File: src/rtl/weight_loader.sv
// Streams 2*2**ADDR words into two write-only RAM banks in order: bank 1 first, then bank 2.
// Write ports are registered (1-cycle latency); done holds until the next accepted start.
module weight_loader #(
    parameter int unsigned WIDTH = 16,
    parameter int unsigned ADDR  = 5
) (
    input  logic             clk,
    input  logic             rst_n,
    input  logic             start,
    input  logic             s_valid,
    input  logic [WIDTH-1:0] s_data,
    output logic             s_ready,
    output logic             we1,
    output logic [ADDR-1:0]  waddr1,
    output logic [WIDTH-1:0] wdata1,
    output logic             we2,
    output logic [ADDR-1:0]  waddr2,
    output logic [WIDTH-1:0] wdata2,
    output logic             busy,
    output logic             done
);

    typedef enum logic [1:0] {
        IDLE  = 2'd0,
        LOAD1 = 2'd1,
        LOAD2 = 2'd2,
        DONE  = 2'd3
    } state_t;

    state_t          state;
    state_t          state_nxt;
    logic [ADDR-1:0] cnt;
    logic            accept;
    logic            cnt_last;
    logic            start_ok;

    // Handshake and status are pure decodes of the state flop.
    assign s_ready  = (state == LOAD1) || (state == LOAD2);
    assign busy     = s_ready;
    assign done     = (state == DONE);
    assign accept   = s_valid && s_ready;
    assign cnt_last = (cnt == {ADDR{1'b1}});
    assign start_ok = start && ((state == IDLE) || (state == DONE));

    always_ff @(posedge clk or negedge rst_n) begin
        if (!rst_n) begin
            state <= IDLE;
        end else begin
            state <= state_nxt;
        end
    end

    always_comb begin
        state_nxt = state;
        case (state)
            IDLE:    if (start) state_nxt = LOAD1;
            LOAD1:   if (accept && cnt_last) state_nxt = LOAD2;
            LOAD2:   if (accept && cnt_last) state_nxt = DONE;
            DONE:    if (start) state_nxt = LOAD1;
            default: state_nxt = IDLE;
        endcase
    end

    // Shared address counter; wraps naturally at the bank boundary.
    always_ff @(posedge clk or negedge rst_n) begin
        if (!rst_n) begin
            cnt <= '0;
        end else if (start_ok) begin
            cnt <= '0;
        end else if (accept) begin
            cnt <= cnt + ADDR'(1);
        end
    end

    always_ff @(posedge clk or negedge rst_n) begin
        if (!rst_n) begin
            we1    <= 1'b0;
            we2    <= 1'b0;
            waddr1 <= '0;
            wdata1 <= '0;
            waddr2 <= '0;
            wdata2 <= '0;
        end else begin
            we1 <= accept && (state == LOAD1);
            we2 <= accept && (state == LOAD2);
            if (accept && (state == LOAD1)) begin
                waddr1 <= cnt;
                wdata1 <= s_data;
            end
            if (accept && (state == LOAD2)) begin
                waddr2 <= cnt;
                wdata2 <= s_data;
            end
        end
    end

endmodule

File: config.mk
export PLATFORM = sky130hd
export DESIGN_NAME = weight_loader
export DESIGN_NICKNAME = d
export VERILOG_FILES = /design/src/rtl/weight_loader.sv
export SDC_FILE = /design/constraint.sdc
export NUM_CORES = 1
export LEC_CHECK = 0
export CAP_MARGIN = 20
export CORE_UTILIZATION = 33
export CTS_BUF_LIST = sky130_fd_sc_hd__clkbuf_8
export DETAILED_ROUTE_END_ITERATION = 10
export PLACE_DENSITY = 0.71
export SLEW_MARGIN = 20
export SYNTH_ARGS = -nofsm -noshare
export SYNTH_HDL_FRONTEND = slang
export SYNTH_SLANG_ARGS = --single-unit
File: constraint.sdc
create_clock -name clk -period 2.85 [get_ports clk]
set_input_delay 0.57 -clock clk [delete_from_list [all_inputs] [get_ports clk]]
set_output_delay 0.57 -clock clk [all_outputs]
set_load 0.005 [all_outputs]
* Yosys cells after proc, flatten, opt, wreduce, memory -nomap -nowiden
Index checks and enable logic that the tools add are counted.
** Word-level totals
- Register bits :: 51
- Input bits :: 20
- Output and inout port bits :: 47
- Word-level logic and storage cells :: 33
** Cells by class
- Eq/ne operators :: 7
- $add $sub $neg :: 1
- Mux-type cells :: 6
- Reductions and logical operators :: 11
** Operators by type and width (number)
- $mux 5 :: 2
- $mux 2 :: 3
- $ne 2x1->1 const B :: 3
- $pmux 2 s3 :: 1
- $add 5x1->5 const B :: 1
- $eq 5x5->1 const B :: 1
- $logic_and 1x1->1 :: 5
- $eq 2x2->1 const B :: 2
- $reduce_and 3->1 :: 1
- $eq 2x1->1 const B :: 1
- $logic_not 2->1 :: 1
- $logic_or 1x1->1 :: 2
- $reduce_bool 2->1 :: 1
- $reduce_or 2->1 :: 1

* Longest topological paths before layout
Gate-level depths: netlist (run 1).
- Depth in word-level cells :: 6
- Gate-level depth with buffers :: 7
- Depth with buffers taken out :: 6

* Worst setup path before layout (run 1)
Ideal clock, no wire load.
- Kind :: flip-flop to flip-flop
- From :: reg state[0]
- To :: reg waddr1[0]
- Cell stages (with the launch flop) :: 8
- Period minus slack after synthesis :: 1671 ps
- Path buffers :: 2
- Arrival time :: 1546 ps
- Setup slack :: 1179 ps
- Setup time :: 125 ps
- Cells stage by stage :: dfrtp_1 -> inv_1 -> ha_1 -> buf_2 -> nor2b_4 -> nand2_2 -> buf_6 -> mux2_4
** Between the ends
- Longest elaborated chain between the ends :: 4
- Elaborated cells on any way between the ends :: 5
- Classes of those cells :: 2 x eq/ne; 3 x reduce/logical
** Ends and longest elaborated chain
- start, declared :: RTL line 30 : state_t state;
- start signal, assigned :: RTL line 49 : state <= state_nxt;
- $eq 2x1->1 / $eq 2x2->1 (equally long branches) :: RTL line 38, 86
- $logic_or 1x1->1 :: RTL line 38 : assign s_ready = (state == LOAD1) || (state == LOAD2);
- $logic_and 1x1->1 :: RTL line 41 : assign accept = s_valid && s_ready;
- $logic_and 1x1->1 (*) :: RTL line 86 : if (accept && (state == LOAD1)) begin
- end signal, assigned :: RTL line 87 : waddr1 <= cnt;
- end, declared :: RTL line 14 : output logic [ADDR-1:0] waddr1,
Mark *: on every way between the ends. The rest lies on a longest branch, timed or not.
A chain may end at the register's enable or synchronous reset.

* Worst setup path in the final report (run 1)
- From :: reg state[0]
- To :: out busy
** Between the ends
- Longest elaborated chain between the ends :: 2
- Elaborated cells on any way between the ends :: 3
- Classes of those cells :: 2 x eq/ne; 1 x reduce/logical
** Ends and longest elaborated chain
- $eq 2x1->1 / $eq 2x2->1 (equally long branches) :: RTL line 38
- $logic_or 1x1->1 (*) :: RTL line 38
- end, declared :: RTL line 19 : output logic busy,
Marked as above.

==> out/qor.yml, run 1 <==
dr.pass1.iters: 3
finalHoldViolations: 0
post_cts_resized: 0
ys_warn_count: 0
vias_per_cell: 4.57
fin_nets: 232
timing.rr.start: "state[0]$_DFFE_PN0P_"
clk_path_buf_depth: 2
drive_gt1_share_pct: 17.4
drtIter0Drc: 25
dpl.cell_count: 274
synth_top_area_cell: "dfrtp_1"
fmax_mhz: 410
r2r_end: "wdata1[12]$_DFFE_PN0P_"
drv_cap: 0
synthDistinctLibCells: 28
numCtsBuffers: 5
critical_path.max_stage_delay_ns: 0.51
yosys.area.top_type_share_pct: 59.6
finalSetupViolations: 0
critPathKind: "reg -> out"
routedWlPerCell_um: 14.0
cpMostUsedCell: "inv_1"
worstSetupStartpointType: "flip-flop"
worst_setup_path_end_kind: "output port"
diodes: 0
synth_cells: 137
routabilityCongestion: 0.717
drt_wl_total_um: 3960
worst_pin_slew_ns: 0.654
dr_total_vias: 1289
grt_start_max_net_pins: 31
cts_tree: "yes"
ys_async_sr_fraction_pct: 100
final_cell_mix: "clkdlybuf4s50_1, dfrtp_1, mux2_1"
antenna_left: 0
crit_required_ns: 2.28
tns_ns: 0
clk_pin_slew_ns: 0.09
min_period_ns: 2.44
die_w_um: 82.6
start_util_pct: 35.1
grt_pass1_vias: 1341
irDropWorstVdd_uv: 529
postCtsHoldBufs: 0
die_area_um2: 6820
antenna_found_initial: 0
core-area_um2: 6100
cts_root_buffer: "clkbuf_8"
fillers: 554
synth_edf_count: 0
rrSetupSlack_ns: 0.86
rr_worst_depth: 6
area_delta_synth_final_pct: 38.3
io_pins: 67
syn_nets: 163
fp.dieH_um: 82.6
critPathMaxFanout: 10
drc: 0
crit_path_top_delay_cell: "clkdlybuf4s50_1"
worstPathArrival_ns: 1.87
p_per_area_nw_per_um2: 1030
rsz0062_at_grt: "false"
status: "finished, final reports clean"
grt_usage_pct: 12.5
avgSynthCellArea_um2: 15.6
ys_ff_latch: 51
crit_chain: "inv_1 -> ha_1 -> inv_1 -> clkdlybuf4s50_1"
synth-seq-area-share_pct: 59.6
clk_latency_ns: 0.29
cts.sink_count: 51
rows: 28
slew_violations: 0
power_leakage_nw: 1.39
h-tree-depth: 2
fin_worst_skew_ns: 0.00638
portBuffers: 66
ys.flop_type: "dfrtp_1"
fin_crit_sh_pct: 85.7
hp-class: "in -> async"
dp_hpwl_um: 2800
synthTopCellsByArea: "dfrtp_1, mux2_4, mux2_1, ha_1, mux2_2"
cts_setup_buffers: 0
p_total_mw: 3.04
instances_no_fill: 282
slew_headroom_pct: 56.4
synth_area_um2: 2140
overflow: 0
grt_pass1_wl_um: 6350
mostFrequentLayoutCell: "clkdlybuf4s50_1"
[worst max-delay path by stage]
stage,from,to,slack (ns),depth (start not counted)
final,state[0]$_DFFE_PN0P_,busy,0.41,4
after global routing,state[0]$_DFFE_PN0P_,busy,0.29,4
after CTS,state[0]$_DFFE_PN0P_,busy,0.39,4
after detailed placement,s_valid,wdata1[12]$_DFFE_PN0P_,0.57,5
after global placement,s_valid,wdata1[13]$_DFFE_PN0P_,0.62,5
after floorplan,state[0]$_DFFE_PN0P_,waddr1[0]$_DFFE_PN0P_,1.18,7
[cells by family (layout without fill, tap and decap cells)]
group,after synthesis,after routing,share of synthesized area (%)
flip-flops,51,51,59.6
multiplexers,45,45,26.9
AO/OA/AOI/OAI,12,12,3.62
buffers and inverters,12,82,3.33
AND/OR/NAND/NOR,11,11,3.10
adder cells (fa/ha/maj),6,6,3.50
[per-layer routing]
metal	share of wire [%]	vias to the layer above	GRT usage [%]
li1	-	611	-
met2	46	41	20.4
met3	4.8	5	2.97
met4	1.1	0	5.17
met5	0	-	0
met1	48	632	15.7
[stage by stage]
stage,setup WS (ns),cell area (µm²),hold slack (ns),util (%)
final,0.408,2960,0.302,48.6
after global routing,0.295,2960,0.345,48.6
after CTS,0.386,2960,0.319,48.6
after detailed placement,0.572,2860,0.481,46.9
after global placement,0.624,2860,0.474,46.9
after floorplan,1.18,2140,0.274,-
[report_power, final]
| part | internal, mW | switching, mW | leakage [nW] | total, mW |
|---|---|---|---|---|
| Sequential | 1.03 | 0.184 | 0.629 | 1.22 |
| Clock | 0.218 | 0.214 | 0.0557 | 0.432 |
| Combinational | 0.949 | 0.446 | 0.708 | 1.40 |
[synthesized netlist by cell type, types with 2 or more instances]
library cell and n:
buf_2 3, buf_4 2, buf_6 2, dfrtp_1 51
ha_1 6, inv_1 4, mux2_1 21, mux2_2 3
mux2_4 19, mux2i_1 2, nand2_1 3, nor2_1 2
o21ai_0 3, o21ai_1 2
[layout make-up]
cell class | instances | area [µm²] | area share [%]
clock buffers | 7 | 96.3 | 3.25
clock inverters | 1 | 3.75 | 0.127
inverters | 5 | 18.8 | 0.634
multi-input cells | 74 | 795 | 26.8
flip-flops and latches | 51 | 1280 | 43.1
well taps | 75 | 93.8 | 3.17
repair buffers | 69 | 678 | 22.9
[critical path: cells and delay by family (launching register included)]
family | cells | cell delay [ns]
flops | 1 | 0.41
fa+ha+maj | 1 | 0.44
buf+inv | 3 | 0.73
[state kept, by name (all words and copies together), names as in the netlist]
signal / flops
state: 2
wdata2: 16
we2: 1
wdata1: 16
waddr1: 5
cnt: 5
waddr2: 5
we1: 1
Power figures use the tool's default switching activity.
==> run 2, diff against run 1 <==
--- a/config.mk
+++ b/config.mk
@@ -9,7 +9,7 @@
 export CORE_UTILIZATION = 33
 export CTS_BUF_LIST = sky130_fd_sc_hd__clkbuf_8
 export DETAILED_ROUTE_END_ITERATION = 10
-export PLACE_DENSITY = 0.71
+export PLACE_DENSITY = 0.57
 export SLEW_MARGIN = 20
 export SYNTH_ARGS = -nofsm -noshare
 export SYNTH_HDL_FRONTEND = slang
==> run 2 against run 1 <==
Net effect: count of clock-buffer cells in the layout fell by 2; critical path type unchanged; sequential power barely moved; first-iteration DRC count is 44% higher; wire length grew 9.8%; register-to-register slack worse by 0.08 ns; combinational power hardly changed; die area stayed put; flip-flop and latch count unchanged; fmax is 0.49% higher.
==> out/qor.yml, run 2 (synthesis results as in run 1) <==
tns_ns: 0
start_util_pct: 35.1
routabilityCongestion: 0.870
grt_pass1_vias: 1409
dp_hpwl_um: 3190
die_w_um: 82.6
routedWlPerCell_um: 15.4
clk_latency_ns: 0.29
numCtsBuffers: 5
core-area_um2: 6100
post_cts_resized: 0
drc: 0
critPathTopFamily: "buffers and inverters"
postCtsHoldBufs: 0
area_delta_synth_final_pct: 37.9
drt_wl_total_um: 4350
critPathBufInv: 3
fmax_mhz: 412
rsz0062_at_grt: "false"
h-tree-depth: 2
cts.sink_count: 51
fin_crit_sh_pct: 85.3
antenna_found_initial: 0
critPathMaxFanout: 10
grt_usage_pct: 13.8
min_period_ns: 2.43
final_cell_mix: "clkdlybuf4s50_1, dfrtp_1, mux2_1"
cp.depth: 4
cts_tree: "yes"
dr.pass1.iters: 4
finalHoldViolations: 0
cts_setup_buffers: 0
cts_root_buffer: "clkbuf_8"
slew_headroom_pct: 61.3
worst_setup_path_end_kind: "output port"
rrSetupSlack_ns: 0.78
timing.rr.start: "state[0]$_DFFE_PN0P_"
grt_start_max_net_pins: 28
drtIter0Drc: 36
fin_nets: 233
cpMostUsedCell: "inv_1"
critical_path.max_stage_delay_ns: 0.51
diodes: 0
worstSetupStartpointType: "flip-flop"
portBuffers: 66
worst_pin_slew_ns: 0.581
fin_worst_skew_ns: 0.00266
overflow: 0
place_ws_ns: 0.441
vias_per_cell: 4.79
drive_gt1_share_pct: 17.8
clk_path_buf_depth: 2
finalSetupViolations: 0
irDropWorstVdd_uv: 473
setup_slack_ns: 0.420
die_area_um2: 6820
crit_required_ns: 2.28
crit_path_top_delay_cell: "clkdlybuf4s50_1"
rr_worst_depth: 6
power_leakage_nw: 1.39
antenna_left: 0
drv_cap: 0
top_regs: "wdata1 (16), wdata2 (16)"
dr_total_vias: 1355
slew_violations: 0
crit_chain: "inv_1 -> ha_1 -> inv_1 -> clkdlybuf4s50_1"
clk_pin_slew_ns: 0.09
fp.dieH_um: 82.6
io_pins: 67
status: "finished, final reports clean"
mostFrequentLayoutCell: "clkdlybuf4s50_1"
critPathKind: "reg -> out"
worstPathArrival_ns: 1.86
r2r_end: "wdata1[8]$_DFFE_PN0P_"
p_per_area_nw_per_um2: 1030
hp-class: "in -> async"
grt_pass1_wl_um: 7010
rows: 28
run 2: power breakdown:
group	internal [mW]	switching [mW]
logic	0.952	0.466
registers	1.03	0.194
clock network	0.168	0.226
total	2.15	0.886
run 2: through the flow:
stage | power, mW | instance area, µm² | instances | hold slack, ns | util (%)
final | 3.04 | 2950 | 283 | 0.266 | 48.5
after global routing | 3.26 | 2950 | 283 | 0.293 | 48.5
after CTS | 3.09 | 2950 | 283 | 0.286 | 48.5
after detailed placement | 2.67 | 2870 | 275 | 0.484 | 47.1
after global placement | 2.62 | 2870 | 275 | 0.474 | 47.1
after floorplan | 1.89 | 2140 | 137 | 0.274 | -
run 2: worst max-delay path by stage:
| stage | start | endpoint | slack [ns] |
|---|---|---|---|
| global route | state[0]$_DFFE_PN0P_ | busy | 0.31 |
| detailed placement | s_valid | wdata2[12]$_DFFE_PN0P_ | 0.44 |
| finish | state[0]$_DFFE_PN0P_ | busy | 0.42 |
| floorplan | state[0]$_DFFE_PN0P_ | waddr1[0]$_DFFE_PN0P_ | 1.18 |
| CTS | state[0]$_DFFE_PN0P_ | busy | 0.39 |
| global placement | s_valid | waddr2[0]$_DFFE_PN0P_ | 0.52 |
run 2: final cells by class:
cell class              instances  area (µm²)
fillers                       562        3140
flip-flops and latches         51        1280
multi-input cells              74         795
repair buffers                 70         686
well taps                      75        93.8
clock buffers                   5        68.8
inverters                       5        18.8
clock inverters                 3        16.3
run 2: metal layers:
layer	part of all wire (%)	track usage, %
met1	47	17.4
met2	47	23.4
met3	6.3	3.85
met4	0.55	3.62
met5	0	0
==> run 3, diff against run 2 <==
--- a/config.mk
+++ b/config.mk
@@ -9,7 +9,6 @@
 export CORE_UTILIZATION = 33
 export CTS_BUF_LIST = sky130_fd_sc_hd__clkbuf_8
 export DETAILED_ROUTE_END_ITERATION = 10
-export PLACE_DENSITY = 0.57
 export SLEW_MARGIN = 20
 export SYNTH_ARGS = -nofsm -noshare
 export SYNTH_HDL_FRONTEND = slang
==> constraint.sdc (replaced) <==
create_clock -name clk -period 3.04 [get_ports clk]
set_input_delay 0.608 -clock clk [delete_from_list [all_inputs] [get_ports clk]]
set_output_delay 0.608 -clock clk [all_outputs]
set_load 0.005 [all_outputs]
==> run 3 against run 2 <==
Net effect: flip-flop and latch count stayed put; register-to-register slack gained 0.07 ns; critical endpoint unchanged; final area about the same; sequential share of layout area is essentially flat; combinational power is 6% lower; global-route usage rose by 0.17 points; wire length is 3.2% higher; count of clock-buffer cells in the layout stayed put; utilization hardly changed.
==> out/qor.yml, run 3 (synthesis results as in run 1) <==
status: "finished, final reports clean"
cts.sink_count: 51
numCtsBuffers: 5
critPathKind: "reg -> out"
hp-class: "in -> async"
irDropWorstVdd_uv: 619
io_pins: 67
finalSetupViolations: 0
rsz0062_at_grt: "false"
drt_wl_total_um: 4490
overflow: 0
fin_crit_sh_pct: 83.0
worstSetupStartpointType: "flip-flop"
core-area_um2: 6100
clk_pin_slew_ns: 0.09
fp.dieH_um: 82.6
h-tree-depth: 2
diodes: 0
slew_violations: 0
grt_start_max_net_pins: 52
dr_total_vias: 1332
drive_gt1_share_pct: 16.7
postCtsHoldBufs: 0
die_w_um: 82.6
routabilityCongestion: 0.796
antenna_found_initial: 0
cts_tree: "yes"
met3_length_um: 334
critPathMaxFanout: 10
worst_pin_slew_ns: 0.742
drv_cap: 0
grt_usage_pct: 14.0
fin_worst_skew_ns: 0.00627
final_cell_mix: "clkdlybuf4s50_1, dfrtp_1, mux2_1"
critical_path.max_stage_delay_ns: 0.52
power_leakage_nw: 1.38
wl_met1_um: 2040
die_area_um2: 6820
cts_setup_buffers: 0
fin_util_pct: 48.5
top_layer: "met4"
worstPathArrival_ns: 1.92
dp_hpwl_um: 3150
slew_headroom_pct: 50.3
min_period_ns: 2.52
fillers: 537
grt_pass1_vias: 1397
area_delta_synth_final_pct: 38.0
post_cts_resized: 0
dr.pass1.iters: 4
top_regs: "wdata1 (16), wdata2 (16)"
routedWlPerCell_um: 16.1
cpMostUsedCell: "inv_1"
vias_per_cell: 4.77
drtIter0Drc: 42
wl_met2_um: 2080
antenna_left: 0
portBuffers: 66
p_per_area_nw_per_um2: 997
crit_chain: "inv_1 -> ha_1 -> inv_1 -> clkdlybuf4s50_1"
finalHoldViolations: 0
tns_ns: 0
fmax_mhz: 396
cts_root_buffer: "clkbuf_8"
fin_nets: 230
rows: 28
clk_latency_ns: 0.30
mostFrequentLayoutCell: "clkdlybuf4s50_1"
crit_required_ns: 2.43
worst_setup_path_end_kind: "output port"
grt_pass1_wl_um: 7020
clk_path_buf_depth: 2
crit_path_top_delay_cell: "clkdlybuf4s50_1"
start_util_pct: 35.1
drc: 0
run 3: changes by cell type in the layout (fill, tap and decap cells not counted), sizes merged:
| cell | delta |
|---|---|
| clkinv | -1 |
| bufinv | +1 |
| buf | -3 |
| inv | -1 |
run 3: power by group:
part / total, mW / switching, mW / internal [mW]
combinational: 1.33 / 0.439 / 0.891
clock: 0.462 / 0.221 / 0.241
sequential: 1.15 / 0.186 / 0.967
run 3: area by class of cell:
class,count,area (µm²),share of cell area [%]
clock buffers,5,68.8,2.33
clock inverters,2,37.5,1.27
inverters,5,18.8,0.635
multi-input cells,74,795,26.9
flip-flops and latches,51,1280,43.2
well taps,75,93.8,3.18
repair buffers,67,666,22.5
run 3: per-layer routing:
metal / GRT usage [%] / vias to the layer above
met5: 0 / -
met3: 3.08 / 5
li1: - / 605
met4: 4.66 / 0
met1: 18.5 / 674
met2: 22.7 / 48
run 3: worst paths after layout:
path                                        startpoint  cells after the start  slack (ns)                     end
min in group clk                wdata1[12]$_DFFE_PN0P_                      1        0.50  wdata1[12]$_DFFE_PN0P_
worst min register to register  wdata1[12]$_DFFE_PN0P_                      1        0.50  wdata1[12]$_DFFE_PN0P_
worst min-delay path                             rst_n                      1        0.32  wdata2[10]$_DFFE_PN0P_
worst max register to register    state[0]$_DFFE_PN0P_                      5        0.85  wdata1[13]$_DFFE_PN0P_
max in group asynchronous                        rst_n                      1        2.31      cnt[3]$_DFFE_PN0P_
worst max-delay path              state[0]$_DFFE_PN0P_                      4        0.52                    busy
run 3: critical path, delay by kind of cell, from the launching register on:
family	cells	cell delay (ns)
adder cells (fa/ha/maj)	1	0.45
buffers and inverters	3	0.76
flip-flops	1	0.42
run 3: stage by stage:
stage	power (mW)	hold slack (ns)	cells	cell area [µm²]	worst slack (ns)
after detailed placement	2.51	0.485	272	2850	0.453
final	2.95	0.322	279	2960	0.517
after CTS	2.98	0.505	279	2950	0.518
after floorplan	1.77	0.312	137	2140	1.34
after global placement	2.45	0.474	272	2850	0.544
after global routing	3.15	0.359	279	2960	0.442
